**src/rtl/mult_div_unit_if.sv**
```systemverilog
// Request/response bundle between the EXE stage and the multiply/divide unit.
interface mult_div_unit_if #(
    parameter int WIDTH = 32
) ();
    logic             start_i;
    logic [1:0]       op_i;
    logic [WIDTH-1:0] a_i;
    logic [WIDTH-1:0] b_i;
    logic             flush_i;
    logic             busy_o;
    logic             stall_o;
    logic             done_o;
    logic [WIDTH-1:0] lo_o;
    logic [WIDTH-1:0] hi_o;

    modport master (
        output start_i, op_i, a_i, b_i, flush_i,
        input  busy_o, stall_o, done_o, lo_o, hi_o
    );

    modport slave (
        input  start_i, op_i, a_i, b_i, flush_i,
        output busy_o, stall_o, done_o, lo_o, hi_o
    );
endinterface

```
**src/rtl/mult_div_unit.sv**
```systemverilog
// Multiply/divide unit: single-cycle multiply, radix-2 restoring divide.
// MULTDIV_DIVZERO_FAST_EN: divide by zero completes one cycle after accept.
module mult_div_unit #(
    parameter int WIDTH = 32,
    parameter int CNT_W = $clog2(WIDTH + 1)
) (
    input  logic           aclk,
    input  logic           rst,
    mult_div_unit_if.slave bus
);
    typedef enum logic [2:0] {
        S_IDLE,
        S_MUL,
        S_DIV_ITER,
        S_DIV_FIX,
        S_DONE
    } state_e;

    state_e           state_q, state_d;
    logic [1:0]       op_q, op_d;
    logic [WIDTH-1:0] a_q, a_d;
    logic [WIDTH-1:0] b_q, b_d;
    logic [WIDTH-1:0] rem_q, rem_d;
    logic [WIDTH-1:0] hi_q, hi_d;
    logic [WIDTH-1:0] lo_q, lo_d;
    logic             sa_q, sa_d;
    logic             sb_q, sb_d;
    logic [CNT_W-1:0] cnt_q, cnt_d;

    logic                      accept;
    logic                      in_signed;
    logic                      in_a_neg;
    logic                      in_b_neg;
    logic [WIDTH-1:0]          a_abs;
    logic [WIDTH-1:0]          b_abs;
    logic signed [WIDTH:0]     mul_a;
    logic signed [WIDTH:0]     mul_b;
    logic signed [2*WIDTH-1:0] prod;
    logic [WIDTH:0]            trial;
    logic [WIDTH-1:0]          quo_fix;
    logic [WIDTH-1:0]          rem_fix;
    logic                      last_iter;

    assign accept    = (state_q == S_IDLE) && bus.start_i && !bus.flush_i;
    assign in_signed = ~bus.op_i[0];
    assign in_a_neg  = in_signed & bus.a_i[WIDTH-1];
    assign in_b_neg  = in_signed & bus.b_i[WIDTH-1];
    assign a_abs     = in_a_neg ? -bus.a_i : bus.a_i;
    assign b_abs     = in_b_neg ? -bus.b_i : bus.b_i;

    // One extra bit lets MULTU share the signed multiplier.
    assign mul_a = {~op_q[0] & a_q[WIDTH-1], a_q};
    assign mul_b = {~op_q[0] & b_q[WIDTH-1], b_q};
    assign prod  = (2*WIDTH)'(mul_a) * (2*WIDTH)'(mul_b);

    // During divide a_q shifts out dividend bits and shifts in quotient bits.
    assign trial     = {rem_q, a_q[WIDTH-1]} - {1'b0, b_q};
    assign last_iter = (cnt_q == CNT_W'(WIDTH - 1));
    assign quo_fix   = (sa_q ^ sb_q) ? -a_q : a_q;
    assign rem_fix   = sa_q ? -rem_q : rem_q;

    always_comb begin
        state_d = state_q;
        op_d    = op_q;
        a_d     = a_q;
        b_d     = b_q;
        rem_d   = rem_q;
        hi_d    = hi_q;
        lo_d    = lo_q;
        sa_d    = sa_q;
        sb_d    = sb_q;
        cnt_d   = cnt_q;
        if (bus.flush_i) begin
            state_d = S_IDLE;
        end else begin
            unique case (state_q)
                S_IDLE: begin
                    if (accept) begin
                        op_d = bus.op_i;
                        if (!bus.op_i[1]) begin
                            a_d     = bus.a_i;
                            b_d     = bus.b_i;
                            state_d = S_MUL;
                        end else begin
                            a_d     = a_abs;
                            b_d     = b_abs;
                            sa_d    = in_a_neg;
                            sb_d    = in_b_neg;
                            rem_d   = '0;
                            cnt_d   = '0;
                            state_d = S_DIV_ITER;
`ifdef MULTDIV_DIVZERO_FAST_EN
                            if (bus.b_i == '0) begin
                                lo_d    = in_a_neg ? WIDTH'(1) : '1;
                                hi_d    = bus.a_i;
                                state_d = S_DONE;
                            end
`endif
                        end
                    end
                end
                S_MUL: begin
                    hi_d    = prod[2*WIDTH-1:WIDTH];
                    lo_d    = prod[WIDTH-1:0];
                    state_d = S_DONE;
                end
                S_DIV_ITER: begin
                    if (!trial[WIDTH]) begin
                        rem_d = trial[WIDTH-1:0];
                        a_d   = {a_q[WIDTH-2:0], 1'b1};
                    end else begin
                        rem_d = {rem_q[WIDTH-2:0], a_q[WIDTH-1]};
                        a_d   = {a_q[WIDTH-2:0], 1'b0};
                    end
                    cnt_d = cnt_q + CNT_W'(1);
                    if (last_iter) begin
                        state_d = S_DIV_FIX;
                    end
                end
                S_DIV_FIX: begin
                    lo_d    = quo_fix;
                    hi_d    = rem_fix;
                    state_d = S_DONE;
                end
                S_DONE: begin
                    state_d = S_IDLE;
                end
                default: begin
                    state_d = S_IDLE;
                end
            endcase
        end
    end

    always_ff @(posedge aclk) begin
        if (rst) begin
            state_q <= S_IDLE;
            op_q    <= '0;
            a_q     <= '0;
            b_q     <= '0;
            rem_q   <= '0;
            hi_q    <= '0;
            lo_q    <= '0;
            sa_q    <= 1'b0;
            sb_q    <= 1'b0;
            cnt_q   <= '0;
        end else begin
            state_q <= state_d;
            op_q    <= op_d;
            a_q     <= a_d;
            b_q     <= b_d;
            rem_q   <= rem_d;
            hi_q    <= hi_d;
            lo_q    <= lo_d;
            sa_q    <= sa_d;
            sb_q    <= sb_d;
            cnt_q   <= cnt_d;
        end
    end

    assign bus.busy_o  = (state_q != S_IDLE);
    assign bus.done_o  = (state_q == S_DONE);
    assign bus.stall_o = accept | (bus.busy_o & ~bus.done_o);
    assign bus.lo_o    = lo_q;
    assign bus.hi_o    = hi_q;
endmodule

```
**src/flat_wrapper.sv**
```systemverilog
// flat-port wrapper written by rule: the top's interface ports become plain ports
module mult_div_unit_flat 
#(
    parameter int WIDTH = 32,
    parameter int CNT_W = $clog2(WIDTH + 1)
)
  (aclk, rst, bus_start_i, bus_op_i, bus_a_i, bus_b_i, bus_flush_i, bus_busy_o, bus_stall_o, bus_done_o, bus_lo_o, bus_hi_o);
  mult_div_unit_if #(.WIDTH(WIDTH)) bus_i ();
  input  logic aclk;
  input  logic rst;
  input wire logic [$bits(bus_i.start_i)-1:0] bus_start_i;
  input wire logic [$bits(bus_i.op_i)-1:0] bus_op_i;
  input wire logic [$bits(bus_i.a_i)-1:0] bus_a_i;
  input wire logic [$bits(bus_i.b_i)-1:0] bus_b_i;
  input wire logic [$bits(bus_i.flush_i)-1:0] bus_flush_i;
  output wire logic [$bits(bus_i.busy_o)-1:0] bus_busy_o;
  output wire logic [$bits(bus_i.stall_o)-1:0] bus_stall_o;
  output wire logic [$bits(bus_i.done_o)-1:0] bus_done_o;
  output wire logic [$bits(bus_i.lo_o)-1:0] bus_lo_o;
  output wire logic [$bits(bus_i.hi_o)-1:0] bus_hi_o;
  assign bus_i.start_i = bus_start_i;
  assign bus_i.op_i = bus_op_i;
  assign bus_i.a_i = bus_a_i;
  assign bus_i.b_i = bus_b_i;
  assign bus_i.flush_i = bus_flush_i;
  assign bus_busy_o = bus_i.busy_o;
  assign bus_stall_o = bus_i.stall_o;
  assign bus_done_o = bus_i.done_o;
  assign bus_lo_o = bus_i.lo_o;
  assign bus_hi_o = bus_i.hi_o;
  mult_div_unit #(.WIDTH(WIDTH), .CNT_W(CNT_W)) u_core (.aclk(aclk), .rst(rst), .bus(bus_i));
endmodule
```
**config.mk**
```make
export PLATFORM = sky130hd
export DESIGN_NAME = mult_div_unit_flat
export DESIGN_NICKNAME = d
export VERILOG_FILES = /design/src/rtl/mult_div_unit_if.sv /design/src/rtl/mult_div_unit.sv /design/src/flat_wrapper.sv
export SDC_FILE = /design/constraint.sdc
export NUM_CORES = 2
export LEC_CHECK = 0
export BUFFER_PORTS_ARGS = -buffer_cell sky130_fd_sc_hd__buf_2
export CAP_MARGIN = 10
export CORE_UTILIZATION = 30
export DETAILED_ROUTE_END_ITERATION = 8
export PLACE_DENSITY = 0.41
export RECOVER_POWER = 50
export SKIP_CTS_REPAIR_TIMING = 1
export SYNTH_ARGS = -nofsm -noshare
export SYNTH_HDL_FRONTEND = slang
export SYNTH_SLANG_ARGS = --single-unit
```
**constraint.sdc**
```tcl
create_clock -name aclk -period 20.1 [get_ports aclk]
set_clock_uncertainty 0.05 [all_clocks]
set_input_delay 3.015 -clock aclk [delete_from_list [all_inputs] [get_ports aclk]]
set_output_delay 3.015 -clock aclk [all_outputs]
set_load 0.03 [all_outputs]
```
==> qor.csv <==
metric,value,unit
rrSetupSlack,9.93,ns
pre_cts_slack,10.18,ns
rr_endpoint,u_core.bus.hi_o[27]$_SDFFE_PP0P_,
num-nets-final,7029,
syn_avg_cell_area,8.62,um^2
grt_pass1_vias,40000,
gp_congestion,0.877,
htree_levels,4,
switchingPower,1220,uW
grt-ovfl-total,0,
antenna_found_initial,14,
drt_iter0_drc,1828,
power_frac_comb,68.8,%
io_buffer_count,136,
fin_tns_setup,0,ns
yosysUniqueCellTypes,65,
worstHoldStart,u_core.bus.lo_o[2]$_SDFFE_PP0P_,
pwr-share-seq,15.6,%
seqCellArea,0.00345,mm^2
grt_pass1_wl,258,mm
wl,171,mm
rsz0062_at_grt,no,
clockRootBuffer,clkbuf_16,
swShare,52.4,%
tightest_slew,3.30,ns
yosys.area.top_type_share,46.1,%
drv_slew,197,
hold_class,flip-flop to flip-flop,
grt_max_degree,68,
start_kind,flip-flop,
layout_common_cells,"inv_1, fa_1, nand2_1",
insertion_delay,0.51,ns
routed-via-count,37700,
clkSinkCount,172,
r2r_cells,30,
numCtsBuffers,17,
finalPower,2330,uW
critPathRequiredTime,20.31,ns
synth_area_leaders,"fa_1, inv_1, dfxtp_1, nand2_1, ha_1",
yosys_warnings,0,
place_hpwl,139,mm
cts_tree,built,
critical_path_arrival,10.38,ns
maxCapViolCount,5,
pwr-share-clk,15.6,%
grt_usage,21.2,%
crit_type,flip-flop to flip-flop,
synth_xor_area_share,3.65,%
p_int,1110,uW
fillers,17200,
synth_edf_count,0,
cp_slowest_cell,fa_1,
async_flop_share,0,%
period_needed,10.17,ns
hold_path_depth,2,
clkSlewWorstSetupHoldPaths,0.08,ns
synth_compound_area_share,8.60,%
setup_slack,9.93,ns
power.leakage,0.0243,uW
avgViaCountPerCell,4.86,
ir_drop,0.0000745,V
synth-seq-area-share,7.03,%
cpPeakStageDelay,0.88,ns
critPathMaxFanout,32,
die_area,0.165,mm^2
hold_viol_final,0,
ant_nets,0,
dpl_cell_area,0.0518,mm^2
die_height,406,um
yosys.area_share.simple,16.1,%
violations,"capacitance limit, slew limit",
cts_buffer_depth,2,
syn_inst,5677,
area_growth,6.77,%
synth_top_area_cell,fa_1,
power.density,44.7,mW/mm^2
fin_crit_sh,50.6,%
final_area,0.0523,mm^2
synth_fa_ha_area_share,52.4,%
slew_headroom,-120,%
synth_flop_cell,dfxtp_1,
drc,0,
die_width,406,um
initial_utilization,30.3,%
drt-pass1-iter-count,5,
num_rows,147,
reg2reg_from,u_core.a_q[31]$_SDFFE_PP0P_,
timing.hold.ws,0.404,ns
yosys_register_bits,172,
hold_path_end,u_core.bus.lo_o[2]$_SDFFE_PP0P_,
post_synth_mux_area_share,0.637,%
ios,137,
status,"finished, violations left",
wl_per_cell,22.0,um
layout-drive-gt1-share,3.98,%
setup_viol,0,
synth_nets,7123,
synth_area,0.0489,mm^2
design.core.area,0.161,mm^2
fmax,0.0984,GHz
multi_input_area,0.0399,mm^2
synth_top_family_by_area,adder cells,
layout_commonest_cell,inv_1,
crit_path_end_kind,flip-flop,
-- how the worst max path moves through the flow --
stage | start | to | cells past startpoint
after floorplan | u_core.a_q[31]$_SDFFE_PP0P_ | u_core.bus.hi_o[27]$_SDFFE_PP0P_ | 31
after global placement | u_core.a_q[31]$_SDFFE_PP0P_ | u_core.bus.hi_o[27]$_SDFFE_PP0P_ | 30
after detailed placement | u_core.a_q[31]$_SDFFE_PP0P_ | u_core.bus.hi_o[27]$_SDFFE_PP0P_ | 30
after CTS | u_core.a_q[31]$_SDFFE_PP0P_ | u_core.bus.hi_o[27]$_SDFFE_PP0P_ | 30
after global routing | u_core.a_q[31]$_SDFFE_PP0P_ | u_core.bus.hi_o[27]$_SDFFE_PP0P_ | 30
final | u_core.a_q[31]$_SDFFE_PP0P_ | u_core.bus.hi_o[27]$_SDFFE_PP0P_ | 30
-- critical path, delay by kind of cell, from the launching register on --
kind,cells,cell delay (ns)
AOI/OAI and AO/OA,3,0.91
adders and majority gates,9,4.68
buffers and inverters,9,1.34
DFF,1,0.34
and+or+nand+nor,9,2.59
-- synthesized netlist by cell type, types with 17 or more instances --
cell type	n
and2_1	313
o21a_1	21
ha_1	250
o21ai_0	148
xor2_1	91
nand4_1	25
nand2b_1	21
a31oi_1	20
xnor2_1	113
nand2_1	848
dfxtp_1	172
nor3_1	68
o31ai_1	27
a21o_1	47
buf_1	45
a211oi_1	75
fa_1	1126
nand3_1	39
inv_1	1162
or3_1	27
mux2i_1	30
o211ai_1	21
and3_1	17
clkbuf_1	292
a21oi_1	193
nor2_1	300
-- layout make-up --
| cell class | count | share of cell area [%] |
|---|---|---|
| Timing Repair Buffer | 226 | 2.41 |
| Clock buffer | 19 | 0.828 |
| Antenna cell | 4 | 0.0192 |
| Tap cell | 2160 | 5.17 |
| Clock inverter | 13 | 0.299 |
| Sequential cell | 172 | 6.59 |
| Multi-Input combinational cell | 4002 | 76.3 |
| Inverter | 1164 | 8.36 |
-- state kept, by name, indices dropped and copies added (netlist names) --
| name | cells |
|---|---|
| u_core.cnt_q | 6 |
| u_core.state_q | 3 |
| u_core.sa_q | 1 |
| u_core.b_q | 32 |
| u_core.a_q | 32 |
| u_core.op_q | 1 |
| u_core.rem_q | 32 |
| u_core.bus.hi_o | 32 |
| u_core.sb_q | 1 |
| u_core.bus.lo_o | 32 |
-- logic make-up (layout without fill, tap and decap cells) --
logic type	Yosys count	in the layout
adder cells (fa/ha/maj)	1376	1376
AND/OR/NAND/NOR	1731	1731
buffers and inverters	1503	1422
flip-flops	172	172
XOR/XNOR	204	204
other	0	4
multiplexers	31	31
AO/OA/AOI/OAI	660	660
-- per-layer routing --
metal,global-route usage (%),vias to the layer above,wire length [um]
li1,-,17000,-
met5,0,-,13
met3,1.29,144,3690
met4,5.16,2,4430
met1,26.9,20000,72000
met2,38.9,591,90500
-- stage by stage --
step	util (%)	instances
2_1_floorplan	-	5677
3_3_place_gp	32.1	7724
3_5_place_dp	32.1	7724
4_1_cts	32.5	7756
5_1_grt	32.4	7756
6_report	32.4	7760
-- power groups by stage --
stage / logic [uW] / clock network, uW / registers [uW]
floorplan: 1100 / 0 / 370
global placement: 1640 / 0 / 371
detailed placement: 1640 / 0 / 371
CTS: 1650 / 376 / 363
global route: 1800 / 391 / 364
finish: 1610 / 364 / 363
Power figures use the tool's default switching activity.
